<file path="config.mk">
export PLATFORM = sky130hd
export DESIGN_NAME = fifo_frame_reader
export DESIGN_NICKNAME = d
export VERILOG_FILES = /design/src/rtl/fifo_frame_reader.sv
export SDC_FILE = /design/constraint.sdc
export NUM_CORES = 1
export LEC_CHECK = 0
export CAP_MARGIN = 20
export CORE_MARGIN = 5
export CORE_UTILIZATION = 34
export DETAILED_ROUTE_END_ITERATION = 16
export REMOVE_ABC_BUFFERS = 1
export SYNTH_ARGS = -nofsm -noshare
export SYNTH_HDL_FRONTEND = slang
export SYNTH_SLANG_ARGS = --single-unit
</file>
<file path="constraint.sdc">
create_clock -name RCLOCK -period 3 [get_ports RCLOCK]
set_input_delay 0.45 -clock RCLOCK [delete_from_list [all_inputs] [get_ports RCLOCK]]
set_output_delay 0.45 -clock RCLOCK [all_outputs]
set_load 0.1 [all_outputs]
</file>
<file path="src/rtl/fifo_frame_reader.sv">
`default_nettype none
// ============================================================================
// Module      : fifo_frame_reader
// Description : Read-side consumer of the 16-to-32 bit clock-crossing FIFO.
//               Pops words from a non-FWFT FIFO, frames them into fixed-length
//               packets led by a header word, and presents them on a
//               valid/ready stream. A small skid buffer absorbs the FIFO read
//               latency so back-pressure never loses or duplicates a word.
// Revision    : 1.0 - initial release
// ============================================================================
module fifo_frame_reader #(
  parameter int         DATA_WIDTH = 32,
  parameter int         FRAME_LEN  = 16,
  parameter int         RD_LATENCY = 1,
  parameter int         SKID_DEPTH = 4,
  parameter logic [7:0] HDR_TAG    = 8'hA5
) (
  input  logic                  RCLOCK,
  input  logic                  RRESET_N,
  input  logic                  ENABLE,
  input  logic                  FIFO_EMPTY,
  input  logic [DATA_WIDTH-1:0] FIFO_Q,
  output logic                  FIFO_RE,
  output logic [DATA_WIDTH-1:0] M_DATA,
  output logic                  M_VALID,
  output logic                  M_LAST,
  input  logic                  M_READY,
  output logic [15:0]           FRAME_CNT,
  output logic                  BUSY
);

  // Pointers carry one extra wrap bit so full and empty are distinguishable.
  localparam int c_ptr_w = $clog2(SKID_DEPTH) + 1;
  localparam int c_idx_w = c_ptr_w - 1;
  localparam int c_cnt_w = 9;
  // Credit sum holds occupancy (<= SKID_DEPTH) plus in-flight reads.
  localparam int c_crd_w = c_ptr_w + 2;

  localparam logic [c_cnt_w-1:0] c_frame_len  = c_cnt_w'(FRAME_LEN);
  localparam logic [c_cnt_w-1:0] c_last_idx   = c_cnt_w'(FRAME_LEN - 1);
  localparam logic [c_crd_w-1:0] c_skid_depth = c_crd_w'(SKID_DEPTH);
  localparam logic [7:0]         c_len8       = 8'(FRAME_LEN);

  typedef enum logic [1:0] {
    ST_IDLE = 2'd0,
    ST_HDR  = 2'd1,
    ST_DATA = 2'd2
  } state_t;

  state_t                state_q, state_d;
  logic [15:0]           frame_cnt_q, frame_cnt_d;
  logic [c_cnt_w-1:0]    fetch_cnt_q, fetch_cnt_d;
  logic [c_cnt_w-1:0]    out_cnt_q, out_cnt_d;
  logic [RD_LATENCY-1:0] pipe_q, pipe_d;
  logic [c_ptr_w-1:0]    wr_ptr_q, wr_ptr_d;
  logic [c_ptr_w-1:0]    rd_ptr_q, rd_ptr_d;
  logic [DATA_WIDTH-1:0] skid_mem_q [SKID_DEPTH];

  logic                  w_fetch_en;
  logic                  w_skid_wr;
  logic                  w_skid_rd;
  logic                  w_skid_empty;
  logic [c_ptr_w-1:0]    w_occ;
  logic [c_crd_w-1:0]    w_inflight;

  assign w_occ        = wr_ptr_q - rd_ptr_q;
  assign w_skid_empty = (wr_ptr_q == rd_ptr_q);
  // The oldest read-pipe flag marks the cycle its FIFO_Q word is valid.
  assign w_skid_wr    = pipe_q[RD_LATENCY-1];
  assign wr_ptr_d     = wr_ptr_q + c_ptr_w'(w_skid_wr);
  assign rd_ptr_d     = rd_ptr_q + c_ptr_w'(w_skid_rd);

  assign FIFO_RE   = w_fetch_en;
  assign FRAME_CNT = frame_cnt_q;
  assign BUSY      = (state_q != ST_IDLE);

  // Count reads already issued but not yet landed in the skid buffer.
  always_comb begin
    w_inflight = '0;
    for (int i = 0; i < RD_LATENCY; i++) begin
      w_inflight = w_inflight + c_crd_w'(pipe_q[i]);
    end
  end

  // Issue a read only when the frame still needs words and a skid slot is reserved.
  always_comb begin
    w_fetch_en = 1'b0;
    if ((state_q != ST_IDLE) && !FIFO_EMPTY && (fetch_cnt_q < c_frame_len) &&
        (({2'b00, w_occ} + w_inflight) < c_skid_depth)) begin
      w_fetch_en = 1'b1;
    end
  end

  generate
    if (RD_LATENCY == 1) begin : g_pipe_one
      assign pipe_d = w_fetch_en;
    end else begin : g_pipe_multi
      assign pipe_d = {pipe_q[RD_LATENCY-2:0], w_fetch_en};
    end
  endgenerate

  // Next-state and stream output decode.
  always_comb begin
    state_d     = state_q;
    frame_cnt_d = frame_cnt_q;
    out_cnt_d   = out_cnt_q;
    fetch_cnt_d = fetch_cnt_q + c_cnt_w'(w_fetch_en);
    M_VALID     = 1'b0;
    M_DATA      = '0;
    M_LAST      = 1'b0;
    w_skid_rd   = 1'b0;
    case (state_q)
      ST_IDLE: begin
        if (ENABLE) begin
          state_d     = ST_HDR;
          fetch_cnt_d = '0;
        end
      end
      ST_HDR: begin
        M_VALID = 1'b1;
        M_DATA  = DATA_WIDTH'({HDR_TAG, c_len8, frame_cnt_q});
        if (M_READY) begin
          state_d   = ST_DATA;
          out_cnt_d = '0;
        end
      end
      ST_DATA: begin
        M_VALID = !w_skid_empty;
        M_DATA  = skid_mem_q[rd_ptr_q[c_idx_w-1:0]];
        M_LAST  = !w_skid_empty && (out_cnt_q == c_last_idx);
        if (!w_skid_empty && M_READY) begin
          w_skid_rd = 1'b1;
          out_cnt_d = out_cnt_q + 1'b1;
          if (M_LAST) begin
            frame_cnt_d = frame_cnt_q + 16'd1;
            // Prefetch for the next frame only restarts once its header state is entered.
            fetch_cnt_d = '0;
            state_d     = ENABLE ? ST_HDR : ST_IDLE;
          end
        end
      end
      default: begin
        state_d = ST_IDLE;
      end
    endcase
  end

  // FSM and frame/word counters.
  always_ff @(posedge RCLOCK or negedge RRESET_N) begin
    if (!RRESET_N) begin
      state_q     <= ST_IDLE;
      frame_cnt_q <= '0;
      fetch_cnt_q <= '0;
      out_cnt_q   <= '0;
    end else begin
      state_q     <= state_d;
      frame_cnt_q <= frame_cnt_d;
      fetch_cnt_q <= fetch_cnt_d;
      out_cnt_q   <= out_cnt_d;
    end
  end

  // Read pipe, skid pointers and skid storage; reset discards in-flight reads.
  always_ff @(posedge RCLOCK or negedge RRESET_N) begin
    if (!RRESET_N) begin
      pipe_q   <= '0;
      wr_ptr_q <= '0;
      rd_ptr_q <= '0;
      for (int i = 0; i < SKID_DEPTH; i++) begin
        skid_mem_q[i] <= '0;
      end
    end else begin
      pipe_q   <= pipe_d;
      wr_ptr_q <= wr_ptr_d;
      rd_ptr_q <= rd_ptr_d;
      if (w_skid_wr) begin
        skid_mem_q[wr_ptr_q[c_idx_w-1:0]] <= FIFO_Q;
      end
    end
  end

endmodule
`default_nettype wire

</file>
==> impl_metrics.prom <==
# TYPE chip_impl_metric gauge
chip_impl_info{name="commonest_non_fill_non_tap_cell_in_the_layout",value="sky130_fd_sc_hd__dfrtp_1"} 1
chip_impl_metric{name="grt_max_degree",unit=""} 88
chip_impl_metric{name="placed_cells",unit=""} 954
chip_impl_metric{name="grt_util_all_layers",unit="%"} 15.3
chip_impl_metric{name="design_area",unit="sq um"} 10200
chip_impl_info{name="tritoncts",value="done"} 1
chip_impl_metric{name="part_of_the_cycle_the_worst_path_needs",unit="%"} 92.5
chip_impl_metric{name="fin_worst_skew",unit="ps"} 8.32
chip_impl_metric{name="cts_num_sinks",unit=""} 171
chip_impl_metric{name="gp_congestion",unit=""} 0.749
chip_impl_info{name="grt_setup_unrepaired",value="false"} 1
chip_impl_metric{name="grt_antenna_before_repair",unit=""} 1
chip_impl_metric{name="timing_hold_violations_final",unit=""} 0
chip_impl_metric{name="placement.cell_area",unit="sq um"} 9590
chip_impl_metric{name="via_per_inst",unit=""} 5.11
chip_impl_metric{name="worst_r2r_path_depth",unit=""} 10
chip_impl_info{name="cp_cell_sequence",value="inv_1 -> ha_1 -> fa_1 -> o311ai_0 -> nor2_1 -> buf_4 -> buf_12"} 1
chip_impl_info{name="critical_path.reg2reg.startpoint",value="wr_ptr_q[0]"} 1
chip_impl_info{name="cts_root_buf",value="sky130_fd_sc_hd__clkbuf_16"} 1
chip_impl_metric{name="cts_htree_levels",unit=""} 4
chip_impl_metric{name="route.detailed.wl_per_inst",unit="microns"} 19.3
chip_impl_metric{name="numPortBuffers",unit=""} 88
chip_impl_metric{name="worst-path-max-fanout",unit=""} 4
chip_impl_metric{name="finalNonFillerCells",unit=""} 988
chip_impl_metric{name="tritoncts.num_buffers",unit=""} 17
chip_impl_metric{name="timing.final.crit_period",unit="ps"} 2770
chip_impl_metric{name="clk_pin_slew_worst_setup_hold_paths",unit="ps"} 70
chip_impl_metric{name="effective_utilization_at_floorplan",unit="%"} 34.3
chip_impl_metric{name="seq_area_frac_synth",unit="%"} 53.7
chip_impl_metric{name="syn_to_final_growth",unit="%"} 28.3
chip_impl_metric{name="postSynthRegisterBits",unit=""} 171
chip_impl_metric{name="synth_cells",unit=""} 562
chip_impl_metric{name="core_region_area",unit="sq um"} 23300
chip_impl_metric{name="drt_first_iter_violations",unit=""} 249
chip_impl_metric{name="setup_tns",unit="ps"} 0
chip_impl_metric{name="cap_violations",unit=""} 0
chip_impl_info{name="critPathCaptureType",value="output pin"} 1
chip_impl_info{name="cpMaxStageDelayCell",value="sky130_fd_sc_hd__dfrtp_1"} 1
chip_impl_info{name="critical_path_class",value="register to output pin"} 1
chip_impl_metric{name="power_dens_cells",unit="nW/um^2"} 1100
chip_impl_metric{name="die_width",unit="microns"} 163
chip_impl_metric{name="clock.fmax",unit="GHz"} 0.360
chip_impl_metric{name="crit_path_max_incr_delay",unit="ps"} 430
chip_impl_info{name="worstSetupStartpointType",value="register"} 1
chip_impl_metric{name="number_of_global_route_vias_before_repair",unit=""} 5714
chip_impl_metric{name="drc_violation_count_after_routing",unit=""} 0
chip_impl_metric{name="timing.final.setup_violations",unit=""} 0
chip_impl_metric{name="dieArea",unit="sq um"} 26600
chip_impl_metric{name="fin_hold_ws",unit="ps"} 494
chip_impl_info{name="reg2reg_to",value="fetch_cnt_q[8]"} 1
chip_impl_metric{name="overflow",unit=""} 0
chip_impl_metric{name="first_pass_grt_wire_length",unit="microns"} 31600
chip_impl_metric{name="ir_drop",unit="mV"} 0.637
chip_impl_metric{name="antenna_left",unit=""} 0
chip_impl_metric{name="tightestPinTransition",unit="ps"} 852
chip_impl_metric{name="post_cts.repair.setup_buffers",unit=""} 0
chip_impl_metric{name="layout.nets",unit=""} 708
chip_impl_metric{name="drt_pass1_iterations",unit=""} 4
chip_impl_metric{name="floorplan.io_pins",unit=""} 89
chip_impl_metric{name="rows",unit=""} 56
chip_impl_metric{name="total_leakage_power",unit="uW"} 0.00434
chip_impl_metric{name="synth.distinct_cells",unit=""} 40
chip_impl_metric{name="average_instance_area_after_synthesis",unit="sq um"} 14.2
chip_impl_info{name="hp-class",value="input port to async pin"} 1
chip_impl_metric{name="worstPathBufferInverterCount",unit=""} 3
chip_impl_metric{name="clockBufferDepth",unit=""} 2
chip_impl_metric{name="dr_vias",unit=""} 5049
chip_impl_metric{name="place_hpwl",unit="microns"} 12700
chip_impl_metric{name="die_h",unit="microns"} 163
chip_impl_metric{name="slew_violations",unit=""} 0
chip_impl_info{name="layout.cells.most_common_list",value="169 x sky130_fd_sc_hd__dfrtp_1, 130 x sky130_fd_sc_hd__mux2_2, 36 x sky130_fd_sc_hd__buf_12"} 1
chip_impl_info{name="cpLargestDelayFamily",value="adder cells"} 1
chip_impl_metric{name="reg2reg_slack",unit="ps"} 470
chip_impl_metric{name="relSlewSlack",unit="%"} 42.7
chip_impl_metric{name="timing.critical_path.required",unit="ps"} 2550
chip_impl_metric{name="post_route_cells_drive_above_1_share",unit="%"} 41.2
chip_impl_metric{name="worst-endpoint-arrival",unit="ps"} 2320
chip_impl_metric{name="synthesis.area",unit="sq um"} 7980
chip_impl_metric{name="yosys_warning_count",unit=""} 0
chip_impl_metric{name="clkLatencyLatePin",unit="ps"} 430
chip_impl_info{name="run_status",value="finished, final reports clean"} 1
chip_impl_metric{name="routed_wl",unit="microns"} 19000
## metal layers
metal  vias to the layer above  share of wire [%]  GRT usage [%]
li1                       2270                  -              -
met1                      2673                 44           20.0
met2                        82                 50           25.3
met3                        22                3.9           3.86
met4                         2                1.4           4.38
met5                         -              0.068              0
## where the power goes
group	internal, uW	total [uW]	switching [uW]
Clock	1360	2310	956
Sequential	3270	3790	522
Combinational	2420	5140	2720
## stage by stage
| step | power [uW] | setup WS (ps) | util (%) |
|---|---|---|---|
| floorplan | 7290 | -1400 | - |
| global placement | 8820 | 429 | 41.2 |
| detailed placement | 9040 | 380 | 41.2 |
| CTS | 11400 | 48.1 | 43.9 |
| global route | 11900 | 81.5 | 44.0 |
| finish | 11200 | 226 | 44.0 |
## sequential cells by signal, indices dropped and copies added (netlist names)
signal       flops
rd_ptr_q         3
out_cnt_q        9
pipe_q           1
FRAME_CNT       16
fetch_cnt_q      9
wr_ptr_q         3
skid_mem_q     128
state_q          2
## Yosys cell counts
cell type,number,area share [%]
sky130_fd_sc_hd__nor2b_1,2,0.16
sky130_fd_sc_hd__nand3_1,19,1.2
sky130_fd_sc_hd__o21bai_1,1,0.094
sky130_fd_sc_hd__nand4_1,11,0.86
sky130_fd_sc_hd__o21ai_0,7,0.44
sky130_fd_sc_hd__and4b_1,1,0.13
sky130_fd_sc_hd__nand2_1,11,0.52
sky130_fd_sc_hd__or2_2,1,0.078
sky130_fd_sc_hd__buf_1,6,0.28
sky130_fd_sc_hd__ha_1,15,2.4
sky130_fd_sc_hd__xor2_2,1,0.20
sky130_fd_sc_hd__mux2_2,130,18
sky130_fd_sc_hd__o311ai_0,1,0.11
sky130_fd_sc_hd__a22o_1,16,1.8
sky130_fd_sc_hd__o311ai_2,1,0.20
sky130_fd_sc_hd__mux4_2,32,9.0
sky130_fd_sc_hd__inv_1,11,0.52
sky130_fd_sc_hd__xor2_1,9,0.99
sky130_fd_sc_hd__or3_1,3,0.24
sky130_fd_sc_hd__fa_1,1,0.25
sky130_fd_sc_hd__buf_2,10,0.63
sky130_fd_sc_hd__xnor2_1,16,1.8
sky130_fd_sc_hd__and2_1,13,1.0
sky130_fd_sc_hd__and3_1,7,0.55
sky130_fd_sc_hd__nand2b_1,1,0.078
sky130_fd_sc_hd__or4_1,4,0.38
sky130_fd_sc_hd__nor3_1,2,0.13
sky130_fd_sc_hd__nor2_1,12,0.56
sky130_fd_sc_hd__a21oi_1,9,0.56
sky130_fd_sc_hd__clkbuf_1,16,0.75
sky130_fd_sc_hd__mux2_1,1,0.14
sky130_fd_sc_hd__and4_1,2,0.22
sky130_fd_sc_hd__dfrtp_1,171,54
sky130_fd_sc_hd__o31ai_1,4,0.38
sky130_fd_sc_hd__a21o_1,6,0.56
sky130_fd_sc_hd__and2_0,1,0.078
sky130_fd_sc_hd__a21oi_2,1,0.11
sky130_fd_sc_hd__o2111ai_1,1,0.11
sky130_fd_sc_hd__nor4_1,4,0.31
sky130_fd_sc_hd__o211a_1,2,0.25
## layout make-up
class / instances / area, sq um
fillers: 2151 / 13000
flip-flops and latches: 171 / 4280
multi-input cells: 348 / 3540
repair buffers: 106 / 1340
clock buffers: 18 / 439
well taps: 319 / 399
clock inverters: 14 / 183
inverters: 11 / 41.3
diodes: 1 / 2.50
## cell families (layout without fill, tap and decap cells)
kind of cell | count (synthesis) | count (layout) | share of synthesized area (%)
flip-flops | 171 | 171 | 53.7
XOR/XNOR | 26 | 26 | 2.95
adder cells (fa/ha/maj) | 16 | 16 | 2.60
AO/OA/AOI/OAI | 49 | 49 | 4.58
AND/OR/NAND/NOR | 94 | 94 | 6.50
other | 0 | 1 | 0
buffers and inverters | 43 | 149 | 2.18
multiplexers | 163 | 163 | 27.5
## how the worst max path moves through the flow
stage	from	end	slack [ps]	depth (start not counted)
floorplan	rd_ptr_q[0]	fetch_cnt_q[8]	-1400	9
global placement	M_READY	FRAME_CNT[14]	430	5
detailed placement	M_READY	FRAME_CNT[12]	380	5
CTS	rd_ptr_q[0]	M_DATA[1]	50	4
global route	wr_ptr_q[0]	FIFO_RE	80	7
finish	wr_ptr_q[0]	FIFO_RE	230	7
## worst register-to-register path, stage by stage, from the launching register on
cell	delay, ps
sky130_fd_sc_hd__dfrtp_1	430
sky130_fd_sc_hd__inv_1	110
sky130_fd_sc_hd__ha_1	220
sky130_fd_sc_hd__fa_1	420
sky130_fd_sc_hd__o311ai_0	280
sky130_fd_sc_hd__nor2_1	110
sky130_fd_sc_hd__ha_1	260
sky130_fd_sc_hd__ha_1	250
sky130_fd_sc_hd__nand4_1	100
sky130_fd_sc_hd__xor2_1	150
sky130_fd_sc_hd__nor2_1	60
## repair_timing
action                                  4_1_cts  5_1_grt
endpoints found under the setup margin        0       21
endpoints found under the hold margin        35        0
gates resized for setup                       0        1
hold buffers                                  1        0
(Power assumes the default switching activity.)
==> patch, RTL diff (config.mk and constraints unchanged) <==
The parameter `DATA_WIDTH` goes from 32 to 64.
--- a/src/rtl/fifo_frame_reader.sv
+++ b/src/rtl/fifo_frame_reader.sv
@@ -9,7 +9,7 @@
 // Revision    : 1.0 - initial release
 // ============================================================================
 module fifo_frame_reader #(
-  parameter int         DATA_WIDTH = 32,
+  parameter int         DATA_WIDTH = 64,
   parameter int         FRAME_LEN  = 16,
   parameter int         RD_LATENCY = 1,
   parameter int         SKID_DEPTH = 4,
Ports: changed (resized FIFO_Q and M_DATA); port bits go from 89 to 153. The function was not compared with the original's and may differ.
==> patch against the unedited design <==
Area after synthesis up 71%. Largest power group unchanged. Final area up 74%. Combinational power up 68%. Non-clock buffer count up 74. Sequential power up 82%. Sequential cell count up 128. Wire length up 77%. Critical endpoint unchanged. Clock power up 84%. Critical path type unchanged. Sequential share of layout area up 0.16 points. Setup slack worse by 0.12 ns. Synthesized cell count up 63%. Power up 76%.
==> patch: results (changes against the unedited design) <==
placed_design:
  dp_hpwl_mm: 20.9  # +65%
  port_buffers: 152  # +73%
  pre_cts_ws_ns: 0.350  # -0.0299 ns
  place.gp.congestion: 0.759  # +1.3%
grt:
  grt_use_total: 0.156  # +0.00274
  grt_max_degree: 81  # -8.0%
  grt_pass1_wl_mm: 54.5  # +73%
  grt_pass1_vias: 9268  # +62%
hold_path:
  hold_path_class: "flip-flop to flip-flop"
setup_path:
  cp.arrival_ns: 2.44  # +0.12 ns
synth:
  syn_inst: 915  # +63%
  synthTopCellsByCount: "299 x dfrtp_1, 257 x mux2_2, 64 x mux4_2, 47 x and2_1, 34 x nand2_1"
  ys_seq_area_frac: 0.548  # +0.0110
clocking:
  cts_buffers: 36  # +19
  htreeDepth: 2  # -2
  insertion_delay_ns: 0.53  # +0.10 ns
  cts.path.max_buffers: 3  # +1
finish:
  final_nets: 1168  # +65%
  layout-drive-gt1-share: 0.458  # +0.0460
drt:
  first_iter_violations: 279  # +12%
  wl_mm: 33.7  # +77%
timing:
  slew_headroom: 0.531  # +0.104
  skew_ns: 0.00933  # +0.00101 ns
status:
  status: "complete, no violations"
power:
  ir_drop_mv: 0.555  # -13%
patch: cell count changes in the layout (fill, tap and decap cells not counted), moves of 8 or more:
| cell | before | now |
|---|---|---|
| nand2_1 | 11 | 34 |
| and2_1 | 13 | 46 |
| dfrtp_1 | 169 | 296 |
| clkdlybuf4s50_1 | 35 | 67 |
| clkbuf_1 | 0 | 11 |
| mux2_2 | 130 | 257 |
| buf_12 | 36 | 74 |
| mux4_2 | 32 | 64 |
| xor2_1 | 9 | 17 |
| clkbuf_16 | 17 | 37 |
patch: area by class of cell:
cell class	instances	area (um2)
fill	3575	21900
sequential	299	7490
antenna	1	2.50
clock inverter	11	120
tap	525	657
timing repair buffer	180	2500
inverter	11	41.3
multi-input combinational	556	5980
clock buffer	53	1040
patch: repair_timing:
action                     4_1_cts  5_1_grt
setup endpoints to repair       56       20
gates resized for setup          3        4
cloned                           1        0
hold buffers                     1        0
hold endpoints to repair        70        0
patch: how the worst max path moves through the flow:
stage / slack [ns] / cells after the start / endpoint / from
floorplan: -3.81 / 9 / fetch_cnt_q[8]$_DFF_PN0_ / rd_ptr_q[0]$_DFF_PN0_
global placement: 0.40 / 9 / fetch_cnt_q[8]$_DFF_PN0_ / FIFO_EMPTY
detailed placement: 0.35 / 10 / fetch_cnt_q[8]$_DFF_PN0_ / wr_ptr_q[0]$_DFF_PN0_
CTS: 0.006 / 6 / FIFO_RE / rd_ptr_q[0]$_DFF_PN0_
global route: 0.01 / 7 / FIFO_RE / state_q[0]$_DFFE_PN0P_
finish: 0.11 / 7 / FIFO_RE / state_q[0]$_DFFE_PN0P_
patch: critical path: stages (launching register included):
cell and delay [ns]:
dfrtp_1 0.40, inv_1 0.09, ha_1 0.25, nor4_1 0.39, o211ai_1 0.16, a211oi_2 0.27, buf_4 0.18, buf_12 0.17
patch: stage by stage:
stage	instance area, um2	total power (W)	hold WS (ns)
6_report	17800	0.0198	0.500
5_1_grt	17800	0.0209	0.507
4_1_cts	17800	0.0201	0.500
3_5_place_dp	16600	0.0156	0.487
3_3_place_gp	16600	0.0154	0.481
2_1_floorplan	13400	0.0129	0.154
patch: per-layer routing:
| metal | vias to the layer above | track usage |
|---|---|---|
| met5 | - | 0 |
| li1 | 3699 | - |
| met4 | 2 | 0.0407 |
| met1 | 4394 | 0.216 |
| met2 | 150 | 0.252 |
| met3 | 39 | 0.0320 |
patch: cell families after synthesis:
group,synth area share
buffers and inverters,0.0189
AND/OR/NAND/NOR,0.0606
multiplexers,0.319
flip-flops,0.548
adder cells (fa/ha/maj),0.0143
XOR/XNOR,0.0186
AO/OA/AOI/OAI,0.0214
patch: report_power, final:
part	leakage (nW)	switching, W	internal (W)
clock network	0.570	0.00169	0.00257
logic	3.32	0.00428	0.00438
registers	3.59	0.000983	0.00591
total	7.47	0.00695	0.0129
